$ cat src/rtl/fir_sequencer.sv
// fir_sequencer -- control/datapath sequencer for a 4-tap FIR behind an
// AHB-Lite register slave.
//
// Loads four unsigned Q1.15 coefficients from the slave, shifts a 4-deep
// sample delay line on each new sample, then runs one shared multiplier over
// the taps with alternating add/subtract. The final sum is range-checked
// before it is published on fir_out.
//
// Ports:
//   clk, n_rst            clock, asynchronous active-low reset
//   data_ready            slave holds a new sample in sample_data (level)
//   new_coefficient_set   slave holds a new coefficient set (level)
//   sample_data[15:0]     unsigned sample
//   fir_coefficient[15:0] coefficient selected by coefficient_num
//   coefficient_num[1:0]  coefficient index requested from the slave
//   modwait               busy; the slave must not present new work
//   fir_out[15:0]         last valid filter result
//   err                   last result was out of range
//
// Build option:
//   FIR_SATURATE_EN  when defined, out-of-range sums are clamped to
//                    0x0000/0xFFFF and published; ERR is never entered.
module fir_sequencer #(
    parameter int COEF_FRAC = 15,
    parameter int ACC_W     = 20
) (
    input  logic        clk,
    input  logic        n_rst,
    input  logic        data_ready,
    input  logic        new_coefficient_set,
    input  logic [15:0] sample_data,
    input  logic [15:0] fir_coefficient,
    output logic [1:0]  coefficient_num,
    output logic        modwait,
    output logic [15:0] fir_out,
    output logic        err
);

    typedef enum logic [2:0] {IDLE, LOAD, SHIFT, MAC, DONE, ERR} state_t;

    state_t                   state;
    logic [3:0][15:0]         coef;
    logic [3:0][15:0]         s;
    logic signed [ACC_W-1:0]  acc;
    logic signed [ACC_W-1:0]  acc_next;
    logic [1:0]               k;
    logic [31:0]              prod;
    logic [16:0]              term;

    // Single shared multiplier, tap selected by k. The scaled product is
    // truncated to 17 bits before it enters the accumulator.
    always_comb begin
        prod     = 32'(s[k]) * 32'(coef[k]);
        term     = 17'(prod >> COEF_FRAC);
        acc_next = k[0] ? (acc - ACC_W'(term)) : (acc + ACC_W'(term));
    end

`ifdef FIR_SATURATE_EN
    logic [15:0] sat_val;
    always_comb begin
        if (acc[ACC_W-1])
            sat_val = 16'h0000;
        else if (|acc[ACC_W-2:16])
            sat_val = 16'hFFFF;
        else
            sat_val = acc[15:0];
    end
`else
    logic out_of_range;
    assign out_of_range = acc_next[ACC_W-1] | (|acc_next[ACC_W-2:16]);
`endif

    always_ff @(posedge clk or negedge n_rst) begin
        if (!n_rst) begin
            state           <= IDLE;
            coef            <= '0;
            s               <= '0;
            acc             <= '0;
            k               <= '0;
            coefficient_num <= '0;
            modwait         <= 1'b0;
            fir_out         <= '0;
            err             <= 1'b0;
        end else begin
            case (state)
                // Coefficient load wins over a pending sample; the sample is
                // still held by the slave and is picked up afterwards.
                IDLE, ERR: begin
                    if (new_coefficient_set) begin
                        state           <= LOAD;
                        k               <= '0;
                        coefficient_num <= '0;
                        modwait         <= 1'b1;
                        err             <= 1'b0;
                    end else if (data_ready) begin
                        state   <= SHIFT;
                        modwait <= 1'b1;
                        err     <= 1'b0;
                    end
                end
                // coefficient_num runs one step ahead of the capture so the
                // slave presents coef[k] during the cycle it is captured.
                LOAD: begin
                    coef[k] <= fir_coefficient;
                    k       <= k + 2'd1;
                    if (k == 2'd3) begin
                        state           <= IDLE;
                        modwait         <= 1'b0;
                        coefficient_num <= '0;
                    end else begin
                        coefficient_num <= k + 2'd1;
                    end
                end
                SHIFT: begin
                    s     <= {s[2:0], sample_data};
                    acc   <= '0;
                    k     <= '0;
                    state <= MAC;
                end
                MAC: begin
                    acc <= acc_next;
                    k   <= k + 2'd1;
                    if (k == 2'd3) begin
`ifdef FIR_SATURATE_EN
                        state <= DONE;
`else
                        if (out_of_range) begin
                            state   <= ERR;
                            modwait <= 1'b0;
                            err     <= 1'b1;
                        end else begin
                            state <= DONE;
                        end
`endif
                    end
                end
                DONE: begin
`ifdef FIR_SATURATE_EN
                    fir_out <= sat_val;
`else
                    fir_out <= acc[15:0];
`endif
                    state   <= IDLE;
                    modwait <= 1'b0;
                end
                default: begin
                    state   <= IDLE;
                    modwait <= 1'b0;
                end
            endcase
        end
    end

endmodule

$ cat config.mk
export PLATFORM = sky130hd
export DESIGN_NAME = fir_sequencer
export DESIGN_NICKNAME = d
export VERILOG_FILES = /design/src/rtl/fir_sequencer.sv
export SDC_FILE = /design/constraint.sdc
export NUM_CORES = 1
export LEC_CHECK = 0
export ABC_AREA = 1
export CAP_MARGIN = 15
export CORE_MARGIN = 8
export CORE_UTILIZATION = 45
export DETAILED_ROUTE_END_ITERATION = 8
export PLACE_DENSITY = 0.71
export SLEW_MARGIN = 20
export SYNTH_ARGS = -nofsm -noshare
export SYNTH_HDL_FRONTEND = slang
export SYNTH_SLANG_ARGS = --single-unit
$ cat constraint.sdc
create_clock -name clk -period 15.55 [get_ports clk]
set_clock_uncertainty 0.15 [all_clocks]
set_input_delay 3.11 -clock clk [delete_from_list [all_inputs] [get_ports clk]]
set_output_delay 3.11 -clock clk [all_outputs]
set_load 0.02 [all_outputs]
==> results of run 1 <==
cells in the final DEF, fill, tap and decap left out, types with 42 or more instances in the layout:
| master | count |
|---|---|
| dfrtp_1 | 172 |
| ha_1 | 125 |
| clkdlybuf4s50_1 | 54 |
| nand3_1 | 42 |
| a21oi_1 | 78 |
| nand2_1 | 526 |
| nor2_1 | 192 |
| fa_1 | 194 |
| o21ai_0 | 182 |
| inv_1 | 435 |
per-stage QoR:
stage                     worst slack [ns]  std cells   util  hold WS (ns)  cell area [µm²]
after floorplan                       6.47       2217      -         0.292            17400
after global placement                5.04       2747  0.483         0.305            18600
after detailed placement              4.97       2747  0.483         0.309            18600
after CTS                             4.85       2778  0.498         0.326            19200
after global routing                  4.06       2778  0.498         0.354            19200
final                                 4.81       2778  0.498         0.322            19200
per-layer routing:
layer	vias up	routed length [µm]	track usage
met4	0	1050	0.0621
met5	-	0	0
li1	6922	-	-
met2	483	22300	0.360
met3	77	3020	0.0396
met1	7101	21000	0.292
critical path: cells and delay by family (launching register included):
kind	cells	cell delay, ns
flops	1	0.38
buf+inv	9	1.72
compound gates	8	2.13
xor+xnor	2	0.48
fa+ha+maj	9	3.82
simple gates	18	1.84
area by class of cell:
cell class / count / area [µm²] / share of cell area
clock buffers: 18 / 429 / 0.0224
clock inverters: 13 / 153 / 0.00797
inverters: 443 / 1670 / 0.0869
multi-input cells: 1528 / 11200 / 0.582
flip-flops and latches: 173 / 4330 / 0.226
well taps: 518 / 648 / 0.0338
repair buffers: 85 / 777 / 0.0406
flip-flops by register name, summed over array words and instances, names as in the netlist:
signal / cells
acc: 20
fir_out: 16
state: 3
modwait: 1
coefficient_num: 2
err: 1
s: 64
coef: 64
k: 2
how the worst max path moves through the flow:
stage                                       to  slack (ns)  cells past startpoint
after floorplan           state[0]$_DFFE_PN0P_        6.47                     49
after global placement    state[0]$_DFFE_PN0P_        5.04                     47
after detailed placement  state[0]$_DFFE_PN0P_        4.97                     47
after CTS                 state[0]$_DFFE_PN0P_        4.85                     47
after global routing      state[0]$_DFFE_PN0P_        4.06                     48
final                     state[0]$_DFFE_PN0P_        4.81                     46
kinds of logic (layout without fill, tap and decap cells):
kind of cell | count (synthesis) | in the layout
adders and majority gates | 319 | 319
xor gates and xnor gates | 34 | 34
buffers and inverters | 516 | 559
AOI/OAI and AO/OA | 354 | 354
DFF | 173 | 173
and+or+nand+nor | 821 | 821
==> flow_summary.ini, run 1 <==
[critical_path]
r2r_setup_slack_ns = 4.81
path_max_fanout = 90
reg2reg_depth = 46
rr_endpoint = state[0]$_DFFE_PN0P_
r2r_start = k[0]$_DFFE_PN0P_
crit_path_end_kind = register
max_stage_delay_ns = 0.72
crit_required_ns = 15.73
crit_slowest_cell = buf_4
path_class = register to register
cp_common_cell = nand2_1
critPathLaunch = k[0]$_DFFE_PN0P_
start_kind = register
cp_data_arrival_time_ns = 10.92

[layout]
diodes = 0
drive_above_1_share = 0.0469
fin_nets = 2603
area_growth_pct = 9.84
nFillCells = 3766

[sta]
max_freq_mhz = 93.1
setup_viol_count_final = 0
worst_pin_slew_ns = 1.05
relSlewSlack = 0.297
period_share = 0.691
timing.final.crit_period_ns = 10.74
rsz0062_at_grt = no
tns_ns = 0
finalHoldViolCount = 0
slew_violations = 0

[floorplan]
io_pins = 56
core_region_area_mm2 = 0.0385
die_x_um = 213
die_area_mm2 = 0.0453
initial_core_util = 0.453
row_count = 72
die_h_um = 213

[run]
cap_viol_max_count = 0

[logic_synthesis]
yosysMostFrequentCell = nand2_1
synth-edff-count = 0
dominantRegCellSynth = dfrtp_1
ys_types = 54
ys_warn_count = 0
postSynthCellCount = 2217
synth-seq-cells = 173
synth.cell_area_mm2 = 0.0174
synthAdderAreaFrac = 0.312
synthMuxAreaShare = 0
synth_top_family_by_area = adder cells
syn-num-nets = 2572
synth-async-reset-ratio = 1.00
synthXorXnorAreaFrac = 0.0179
synth_area_leader_cell = dfrtp_1
seq_area_frac_synth = 0.248
synthTopCellsByCount = nand2_1 (526), inv_1 (435), fa_1 (194)
synth_compound_area_frac = 0.116
yosys.area_share.simple = 0.193
synth_top_area_share = 0.248
syn_avg_cell_area_um2 = 7.87
synth.area.top_cells = dfrtp_1 (25%), fa_1 (22%), nand2_1 (11%), inv_1 (9.4%), ha_1 (9.0%)

[worst_hold_path]
min_from = s[62]$_DFFE_PN0P_
hold_path_end = s[62]$_DFFE_PN0P_
min_path_type = register to register
min_path_cells = 2

[clock_tree]
cts_sinks = 173
cts_tree = done
hold_buffers = 0
cts.path.max_buffers = 2
cts_buffers = 17
clk_latency_ns = 0.44
htreeDepth = 4
ctsResizeCount = 0
clock_tree.root_cell = clkbuf_16
cts_setup_buffers = 0
clkSlewWorstSetupHoldPaths_ns = 0.07

[grt]
grt_max_degree = 95
grt_usage = 0.218
antenna_found_initial = 0
grt_pass1_wl_mm = 78.6
grt_overflow = 0
grt_pass1_vias = 15100

[place]
gp_congestion = 0.955
dp_hpwl_mm = 36.8
io_buffer_count = 55

[route]
post_drt_wl_per_cell_um = 17.1
drcViolationCount = 0
via_per_inst = 5.25
routed_wl_mm = 47.4
firstDrtPassIters = 8
via_count = 14600
initialDrtViolationCount = 1228
drt.antenna.violating_nets = 0

[run_status]
status = finished clean
Power of run 1 is left out: the tool's default activity adds up to more than one toggle a clock period on the data nets, which glitch-free logic cannot reach.
==> run 2, diff against run 1 <==
--- a/config.mk
+++ b/config.mk
@@ -10,7 +10,7 @@
 export CORE_MARGIN = 8
 export CORE_UTILIZATION = 45
 export DETAILED_ROUTE_END_ITERATION = 8
-export PLACE_DENSITY = 0.71
+export PLACE_DENSITY = 0.73
 export SLEW_MARGIN = 20
 export SYNTH_ARGS = -nofsm -noshare
 export SYNTH_HDL_FRONTEND = slang
==> constraint.sdc (replaced) <==
create_clock -name clk -period 9.7 [get_ports clk]
set_clock_uncertainty 0.15 [all_clocks]
set_input_delay 1.94 -clock clk [delete_from_list [all_inputs] [get_ports clk]]
set_output_delay 1.94 -clock clk [all_outputs]
set_load 0.02 [all_outputs]
==> run 2 against run 1 <==
Effect of this change: wire length barely moved; worst setup slack worse by 4.4 ns; critical path depth did not move; first-iteration DRC count shrank 3.6%; final area up 4.3%; maximum frequency up 16%; die area did not move; clock-buffer cell count down 1; sequential share of layout area is 0.91 points lower; cell count rose by 2.0%; via count up 2.4%; flip-flop and latch count did not move.
==> flow_summary.ini, run 2 (synthesis gave the netlist of run 1 again) <==
[run]
cap_viol_max_count = 0

[place]
place_area_mm2 = 0.0189
gp_congestion = 0.971
dp_hpwl_mm = 36.8
io_buffer_count = 55
place_inst = 2780

[sta]
max_freq_mhz = 108
period_share = 0.958
worst_pin_slew_ns = 1.08
setup_viol_count_final = 0
timing.final.crit_period_ns = 9.29
relSlewSlack = 0.279
slew_violations = 0
finalHoldViolCount = 0

[clock_tree]
clock_tree.root_cell = clkbuf_16
cts.path.max_buffers = 2
hold_buffers = 0
cts_buffers = 17
cts_tree = done
clkSlewWorstSetupHoldPaths_ns = 0.07
cts_sinks = 173
htreeDepth = 4
clk_latency_ns = 0.45

[layout]
final_cell_mix = nand2_1 (522), inv_1 (426), fa_1 (194)
area_growth_pct = 14.5
fin_nets = 2658
largestRegisters = coef (64), s (64), acc (20)
drive_above_1_share = 0.0911
final-seq-area_mm2 = 0.00433
diodes = 0
stdcell_area_mm2 = 0.0200
multiInputGateArea_mm2 = 0.0113
nFillCells = 3573
fin_cells = 2834
layout_commonest_cell = nand2_1

[critical_path]
r2r_setup_slack_ns = 0.41
cpLargestDelayFamily = adder cells
reg2reg_depth = 46
cp_data_arrival_time_ns = 9.47
rr_endpoint = state[0]$_DFFE_PN0P_
path_class = register to register
start_kind = register
crit_buf_inv = 11
max_stage_delay_ns = 0.53
crit_path_end_kind = register
path_max_fanout = 19
crit_slowest_cell = fa_1
r2r_start = k[1]$_DFFE_PN0P_
cp_common_cell = nand2_1
crit_required_ns = 9.88

[worst_hold_path]
min_path_cells = 2
min_path_type = register to register
min_from = fir_out[9]$_DFFE_PN0N_
hold_path_end = fir_out[9]$_DFFE_PN0N_

[route]
drt.antenna.violating_nets = 0
initialDrtViolationCount = 1184
via_per_inst = 5.27
post_drt_wl_per_cell_um = 16.7
routed_wl_mm = 47.4
firstDrtPassIters = 5
via_count = 14900
drcViolationCount = 0

[floorplan]
core_region_area_mm2 = 0.0385
initial_core_util = 0.453
row_count = 72
die_area_mm2 = 0.0453
io_pins = 56
die_h_um = 213
die_x_um = 213

[grt]
grt_overflow = 0
antenna_found_initial = 0
grt_max_degree = 74
grt_pass1_vias = 15200
grt_pass1_wl_mm = 77.1
grt_usage = 0.212

[run_status]
status = finished clean
-- run 2: changes by cell type in the layout (fill, tap and decap cells not counted), sizes merged --
cell and change:
buf +52, clkinvlp +6, inv -5, bufinv +1, clkdlybuf4s15 +1, clkinv +1
-- run 2: area by class of cell --
type,count,area share
Clock buffer,17,0.0213
Timing Repair Buffer,139,0.0675
Multi-Input combinational cell,1528,0.566
Timing Repair inverter,1,0.000438
Clock inverter,15,0.0101
Inverter,443,0.0849
Sequential cell,173,0.217
Tap cell,518,0.0324
-- run 2: routing by layer --
metal | track usage | share of wire | routed length [µm]
met5 | 0 | 0 | 0
met4 | 0.0607 | 0.022 | 1060
met3 | 0.0349 | 0.064 | 3050
met2 | 0.351 | 0.47 | 22300
met1 | 0.286 | 0.44 | 21000
-- run 2: worst max-delay path by stage --
stage                      from                    to  cells after the start
3_5_place_dp   k[0]$_DFFE_PN0P_  state[0]$_DFFE_PN0P_                     45
3_3_place_gp   k[0]$_DFFE_PN0P_  state[0]$_DFFE_PN0P_                     45
2_1_floorplan  k[0]$_DFFE_PN0P_  state[0]$_DFFE_PN0P_                     49
5_1_grt        k[1]$_DFFE_PN0P_  state[0]$_DFFE_PN0P_                     46
4_1_cts        k[1]$_DFFE_PN0P_  state[0]$_DFFE_PN0P_                     46
6_report       k[1]$_DFFE_PN0P_  state[0]$_DFFE_PN0P_                     46
-- run 2: timing repair --
item,in CTS,in global routing
resized for setup,5,75
buffers inserted,0,19
cloned,0,3
endpoints found under the setup margin,3,8
pin swaps,0,6
-- run 2: tightest hold or removal path: cells and delay by family (launching register included) --
family,cells,cell delay (ns)
AO/OA/AOI/OAI,1,0.05
flip-flops,1,0.34
AND/OR/NAND/NOR,1,0.05
-- run 2: stage by stage --
step / hold WS [ns] / worst slack [ns] / TNS (ns) / utilization
after floorplan: 0.292 / 0.622 / 0 / -
after global placement: 0.304 / 0.00639 / 0 / 0.492
after detailed placement: 0.319 / 0.0184 / 0 / 0.492
after CTS: 0.335 / 0.0816 / 0 / 0.509
after global routing: 0.357 / -0.0915 / -0.124 / 0.519
final: 0.332 / 0.410 / 0 / 0.519
Power of run 2 is left out for the same reason.
